### config.mk
export PLATFORM = sky130hd
export DESIGN_NAME = aes_block_assembler
export DESIGN_NICKNAME = d
export VERILOG_FILES = /design/src/rtl/aes_pkg.sv /design/src/rtl/aes_block_assembler_onehot_check.sv /design/src/rtl/aes_block_assembler.sv
export SDC_FILE = /design/constraint.sdc
export NUM_CORES = 1
export LEC_CHECK = 0
export ABC_AREA = 1
export CELL_PAD_IN_SITES_DETAIL_PLACEMENT = 1
export CELL_PAD_IN_SITES_GLOBAL_PLACEMENT = 2
export CORE_MARGIN = 5
export CORE_UTILIZATION = 25
export DETAILED_ROUTE_END_ITERATION = 16
export PLACE_DENSITY = 0.87
export SLEW_MARGIN = 20
export SYNTH_ARGS = -nofsm -noshare
export SYNTH_HDL_FRONTEND = slang
export SYNTH_HIERARCHICAL = 1
export SYNTH_SLANG_ARGS = --single-unit
### constraint.sdc
create_clock -name clk -period 4.9 [get_ports clk]
set_clock_uncertainty 0.05 [all_clocks]
set_input_delay 1.47 -clock clk [delete_from_list [all_inputs] [get_ports clk]]
set_output_delay 1.47 -clock clk [all_outputs]
set_load 0.05 [all_outputs]
### src/rtl/aes_pkg.sv
// Shared types and sizes for the AES word/block datapath.
// Word 0 of a block sits in the MSBs (big-endian byte order).
package aes_pkg;

  localparam int WORD_W  = 32;
  localparam int WORDS   = 4;
  localparam int BLOCK_W = WORD_W * WORDS;

  typedef enum logic {
    FILL = 1'b0,
    FULL = 1'b1
  } asm_state_t;

  typedef logic [WORD_W-1:0]  word_t;
  typedef logic [BLOCK_W-1:0] block_t;

endpackage

### src/rtl/aes_block_assembler_onehot_check.sv
// Combinational one-hot validator for a lane-select vector; also yields the
// binary lane index. Shared with the output disassembler.
module onehot_check #(
  parameter int N     = 4,
  parameter int IDX_W = (N > 1) ? $clog2(N) : 1
) (
  input  logic [N-1:0]     sel,
  output logic             is_onehot,
  output logic [IDX_W-1:0] idx
);

  localparam int CNT_W = $clog2(N + 1);

  logic [CNT_W-1:0] w_ones;

  always_comb begin
    w_ones = '0;
    idx    = '0;
    for (int i = 0; i < N; i++) begin
      if (sel[i]) begin
        w_ones = w_ones + CNT_W'(1);
        idx    = IDX_W'(i);
      end
    end
    is_onehot = (w_ones == CNT_W'(1));
  end

endmodule

### src/rtl/aes_block_assembler.sv
// Packs 32-bit words into 128-bit AES blocks, steering each accepted word
// into the lane chosen by an external one-hot ring.
module aes_block_assembler #(
  parameter int WORD_W = 32,
  parameter int WORDS  = 4
) (
  input  logic                        clk,
  input  logic                        rst,
  input  logic                        in_valid,
  input  logic [WORD_W-1:0]           in_data,
  output logic                        in_ready,
  input  logic                        flush,
  input  logic [WORDS-1:0]            ring_sel,
  output logic                        ring_shift,
  output logic                        ring_clear,
  output logic                        out_valid,
  output logic [WORD_W*WORDS-1:0]     out_data,
  input  logic                        out_ready,
  output logic [$clog2(WORDS+1)-1:0]  word_cnt,
  output logic                        sel_err
);

  import aes_pkg::*;

  localparam int CNT_W = $clog2(WORDS + 1);
  localparam int IDX_W = (WORDS > 1) ? $clog2(WORDS) : 1;

  asm_state_t                r_state;
  logic [CNT_W-1:0]          r_word_cnt;
  logic [WORD_W*WORDS-1:0]   r_block;
  logic                      r_sel_err;

  logic                      w_in_ready;
  logic                      w_accept;
  logic                      w_onehot;
  logic [IDX_W-1:0]          w_idx;
  logic                      w_wr;

  function automatic logic [CNT_W-1:0] cnt_inc(input logic [CNT_W-1:0] c);
    return (c >= CNT_W'(WORDS)) ? c : c + CNT_W'(1);
  endfunction

  onehot_check #(
    .N     (WORDS),
    .IDX_W (IDX_W)
  ) u_onehot_check (
    .sel       (ring_sel),
    .is_onehot (w_onehot),
    .idx       (w_idx)
  );

  // In FULL the input is only open when the held block leaves this cycle.
  assign w_in_ready = ~flush & ((r_state == FILL) | out_ready);
  assign w_accept   = in_valid & w_in_ready;
  assign w_wr       = w_accept & w_onehot;

  assign in_ready   = w_in_ready;
  assign ring_shift = w_accept;
  assign ring_clear = flush;
  assign out_valid  = (r_state == FULL);
  assign out_data   = r_block;
  assign word_cnt   = r_word_cnt;
  assign sel_err    = r_sel_err;

  // Stage p0: lane write, counter and state update
  always_ff @(posedge clk or posedge rst) begin
    if (rst) begin
      r_state    <= FILL;
      r_word_cnt <= '0;
      r_block    <= '0;
      r_sel_err  <= 1'b0;
    end else if (flush) begin
      r_state    <= FILL;
      r_word_cnt <= '0;
      r_sel_err  <= 1'b0;
    end else begin
      for (int i = 0; i < WORDS; i++) begin
        if (w_wr && (w_idx == IDX_W'(i))) begin
          r_block[WORD_W*(WORDS-i)-1 -: WORD_W] <= in_data;
        end
      end
      if (w_accept && !w_onehot) begin
        r_sel_err <= 1'b1;
      end
      case (r_state)
        FILL: begin
          if (w_accept) begin
            r_word_cnt <= cnt_inc(r_word_cnt);
            if (ring_sel[WORDS-1]) begin
              r_state <= FULL;
            end
          end
        end
        FULL: begin
          if (out_ready) begin
            r_state    <= FILL;
            r_word_cnt <= w_accept ? CNT_W'(1) : '0;
          end
        end
        default: begin
          r_state    <= FILL;
          r_word_cnt <= '0;
        end
      endcase
    end
  end

endmodule

Yosys cells after proc, flatten, opt, wreduce, memory -nomap -nowiden. Index checks and enable logic that the tools add are counted.

Bitwise logic cells: 6. Equality and inequality tests: 7. Add/sub/neg operators: 4. Reductions and logical operators: 13. Muxes and demuxes: 20. Magnitude comparators: 1.

Operator list (count): 3-bit two-way mux (7); 3-bit by 1-bit adder with 3-bit output (second input constant) (3); 1-bit two-way mux (9); 3-bit inequality test (second input constant) (3); 2-bit AND reduction (4); 3-bit one-hot mux with 2 select lines (1); 1-bit logical AND (5); 2-bit equality test (second input constant) (2); 2-bit two-way mux (2); 1-bit AND (3); 3-bit by 1-bit equality test with 1-bit output (second input constant) (1); 3-bit >= comparator (second input constant) (1); 3-bit AND reduction (1); 1-bit by 1-bit adder with 2-bit output (second input constant) (1); 2-bit by 1-bit equality test with 1-bit output (second input constant) (1); 2-bit zero test (1); 1-bit NOT (2); 1-bit one-hot mux with 2 select lines (1); 2-bit nonzero test (1); 1-bit zero test (1); 1-bit bitwise OR (1).

Input port bits: 41. Output and inout bits: 136. Bits in registers: 133.

Logic depth before layout (Yosys ltp).
Word-level depth: 12. Depth in mapped cells: 15. Gate-level depth less buffers: 13.

Cells and area by module. Netlist, hierarchy kept.

Modules (own cells, without submodules): aes_block_assembler (sequential area each 3328.2 µm², area an instance 6407.4 µm², cells each 741, instances 1); onehot_check (sequential area each 0.0 µm², area an instance 133.9 µm², cells each 23, instances 1).

Worst setup path before layout. Ideal clock, no wire load.

Kind: in2out. Start point: input out_ready. End point: output ring_shift. Arrival: 2.030 ns. Required time: 3.380 ns. Setup slack: 1.350 ns. Stages on the path: 4. Path buffers: 0. Path through: inv_1 nand2_1 nand3_2 inv_1.

Longest elaborated chain between the ends: 3.

RTL lines: start: declaration (line aes_block_assembler.sv:18) `input logic out_ready,`; 1-bit bitwise OR (line aes_block_assembler.sv:53) `assign w_in_ready = ~flush & ((r_state == FILL) | out_ready);`; 1-bit AND (line aes_block_assembler.sv:53); 1-bit AND (line aes_block_assembler.sv:54) `assign w_accept = in_valid & w_in_ready;`; end: declaration (line aes_block_assembler.sv:14) `output logic ring_shift,`.

Every way passes these cells.

Worst setup path in the final report.
Start point: input flush. End point: output ring_clear.

RTL lines: start: declaration (line aes_block_assembler.sv:12) `input logic flush,`; end: declaration (line aes_block_assembler.sv:15) `output logic ring_clear,`.

No word-level cell between the ends.

==> impl_metrics.csv <==
group,metric,value,unit
floorplan,core-area,25900,um^2
floorplan,ioPinCount,177,
logic_synthesis,synth_compound_area_share,15.4,%
sta,whs,465,ps
critical_path,worstPathMaxFanout,3,
cells_and_area,syn_to_final_growth,41.1,%
detailed_routing,wirelength,22.5,mm
sta,period_minus_slack,4320,ps
detailed_routing,drtIter0Drc,361,
sta,setup_viol,0,
critical_path,critPathKind,"primary input to output pin",
clocking,cts_setup_buffers,0,
logic_synthesis,synth_common_cells,"inv_1, nand2_1, nand3_1, dfrtp_1, o21bai_1",
clocking,cts-htree-levels,4,
detailed_routing,routed-via-count,5671,
logic_synthesis,ys_ff_latch,133,
placement,gp_congestion,0.726,
clocking,ctsResizeCount,0,
placement,hpwl,14.4,mm
logic_synthesis,synth_adder_area_share,0.765,%
floorplan,die-area,29500,um^2
power_and_ir_drop,vdd_drop_max,280,uV
floorplan,die_x,172,um
clocking,clockBufferDepth,2,
power_and_ir_drop,p_per_area,655,nW/um^2
logic_synthesis,synth_top_area_cell,"dfrtp_1",
power_and_ir_drop,p_sw,2770,uW
clocking,cts_tree,"yes",
logic_synthesis,synthXorXnorAreaFrac,0.134,%
cells_and_area,nets,967,
cells_and_area,final_core_util,35.6,%
cells_and_area,fillers,3006,
run,maxCapViolCount,0,
floorplan,placementRows,59,
critical_path,crit_chain,"clkdlybuf4s50_1 -> clkdlybuf4s50_1",
critical_path,endpoint_kind,"output pin",
logic_synthesis,muxShareOfSynthArea,0,%
power_and_ir_drop,share_comb_of_total_power,49.5,%
detailed_routing,antenna_left,0,
logic_synthesis,synth.most_common_cell,"inv_1",
clocking,holdBufCountCts,0,
critical_path,cpMostUsedCell,"clkdlybuf4s50_1",
logic_synthesis,synth_async_sr_flop_share,100,%
cells_and_area,drive_gt1_share,6.42,%
critical_path,crit_arrival,2800,ps
sta,max_freq,0.232,GHz
detailed_routing,dr.pass1.iters,4,
logic_synthesis,synth_top_family_by_area,"simple AND/OR/NAND/NOR gates",
logic_synthesis,ys_seq_area_share,50.9,%
critical_path,start_kind,"primary input",
sta,slew_headroom,49.8,%
cells_and_area,antennaDiodeCount,0,
grt,grt_usage,15.4,%
critical_path,slowest_delay,820,ps
clocking,clkLatencyLatePin,400,ps
clocking,clock-sinks,133,
power_and_ir_drop,total_power,6050,uW
sta,worst_pin_slew,753,ps
floorplan,dieHeight,172,um
clocking,root_buffer,"clkbuf_16",
logic_synthesis,synthCells,764,
detailed_routing,routedWlPerCell,17.7,um
detailed_routing,via_per_inst,4.47,
critical_path,required,3380,ps
power_and_ir_drop,clkPwrFrac,21.9,%
sta,post-route-period-util,88.1,%
grt,grt_pass1_vias,6104,
placement,io_buffers,176,
logic_synthesis,synth_edf_count,0,
clocking,numCtsBuffers,17,
outcome,status,"completed",
sta,hold_viol,0,
logic_synthesis,syn_nets,809,
critical_path,cp_slowest_cell,"clkdlybuf4s50_1",
grt,gr-total-overflow,0,
logic_synthesis,postSynthAreaPerCell,8.56,um^2
power_and_ir_drop,p_sw_share,45.8,%
cells_and_area,finalInstanceArea,9230,um^2
grt,grt_pass1_wl,35.4,mm
power_and_ir_drop,seqPwrFrac,28.6,%
logic_synthesis,synth_area_leaders,"dfrtp_1, o21bai_1, nand3_1, inv_1, nand2_1",
logic_synthesis,syn-cell-area,6540,um^2
power_and_ir_drop,p_leak,0.00428,uW
sta,slew_viol_final,0,
critical_path,path_buf_inv,2,
detailed_routing,route.detailed.drc,0,
logic_synthesis,ys_types,21,
logic_synthesis,synth_top_area_share,50.9,%
grt,antenna_found_initial,0,
logic_synthesis,ys.warnings.count,6,
floorplan,start_util,25.2,%
sta,setup_tns,0,ps
logic_synthesis,synth_flop_cell,"dfrtp_1",
power_and_ir_drop,p_int,3280,uW
clocking,clk_pin_slew,60,ps
grt,grt_max_degree,134,
critical_path,critPathTopFamily,"buffers and inverters",
logic_synthesis,synthSimpleGateAreaFrac,19.5,%
min_path,hold_path_class,"flop to flop",
sta,rsz0062_at_grt,"false",
placement,placed_area,8630,um^2
[power by group through the flow]
| stage | logic (uW) | clock network, uW | registers [uW] |
|---|---|---|---|
| 2_1_floorplan | 615 | 0 | 3060 |
| 3_3_place_gp | 2980 | 0 | 1750 |
| 3_5_place_dp | 3020 | 0 | 1750 |
| 4_1_cts | 3030 | 1360 | 1740 |
| 5_1_grt | 3180 | 1410 | 1780 |
| 6_report | 3000 | 1320 | 1730 |
[worst paths after layout]
| path | startpoint | to | slack (ps) | cells after the start |
|---|---|---|---|---|
| max reg2reg | out_valid | out_data[53] | 3160 | 6 |
| min reg2reg | sel_err | sel_err | 470 | 2 |
| min in group asynchronous | rst | out_data[28] | 1600 | 3 |
| min | sel_err | sel_err | 470 | 2 |
| max in group asynchronous | rst | out_data[44] | 2670 | 3 |
| max | flush | ring_clear | 580 | 2 |
[layer usage]
metal  vias up  share of wire, %  track usage [%]
met5         -                 0                0
met4         0              0.83             3.21
met3        13               5.5             4.27
met2       129                49             26.0
met1      2815                45             20.0
li1       2714                 -                -
[final cells by class]
| type | count | area (um^2) | area share (%) |
|---|---|---|---|
| Sequential cell | 133 | 3330 | 36.0 |
| Multi-Input combinational cell | 430 | 2350 | 25.4 |
| Timing Repair Buffer | 192 | 1980 | 21.4 |
| Inverter | 148 | 559 | 6.06 |
| Clock buffer | 20 | 457 | 4.95 |
| Tap cell | 335 | 419 | 4.54 |
| Clock inverter | 12 | 144 | 1.56 |
[sequential cells by signal, summed over array words and instances, names as in the netlist]
name / count
out_valid: 1
word_cnt: 3
sel_err: 1
out_data: 128
[layout by cell type, fill, tap and decap left out]
master           count
clkinvlp_4           4
nand2_2              6
xor2_1               1
o21ai_0              5
clkbuf_16           17
clkinv_1             1
dfrtp_1            133
inv_2                1
buf_12               8
nand4_1              1
clkbuf_8             2
clkbuf_1             1
nand3_2              1
a21oi_2              1
nor2_4               1
o21ai_1              1
clkinv_4             2
nand2_1            142
inv_6                5
buf_4               10
o21bai_1           128
a21oi_1              1
ha_1                 4
bufinv_16            2
inv_1              145
clkdlybuf4s50_1    174
nor2_1               3
nand3_1            135
[metrics by stage]
step,cells,setup WS [ps]
after floorplan,764,1350
after global placement,1238,574
after detailed placement,1238,534
after CTS,1270,579
after global routing,1270,553
final,1270,584
[worst reg2reg max path: cells and delay by family (launching register included)]
kind	cells	cell delay [ps]
AND/OR/NAND/NOR	5	940
flip-flops	1	420
buffers and inverters	1	270
[logic make-up (layout without fill, tap and decap cells)]
group | Yosys count | in the layout
and+or+nand+nor | 289 | 289
buffers and inverters | 201 | 372
adders and majority gates | 4 | 4
AOI/OAI and AO/OA | 136 | 136
xor gates and xnor gates | 1 | 1
DFF | 133 | 133
No activity file was read; power rests on OpenSTA's default activity.
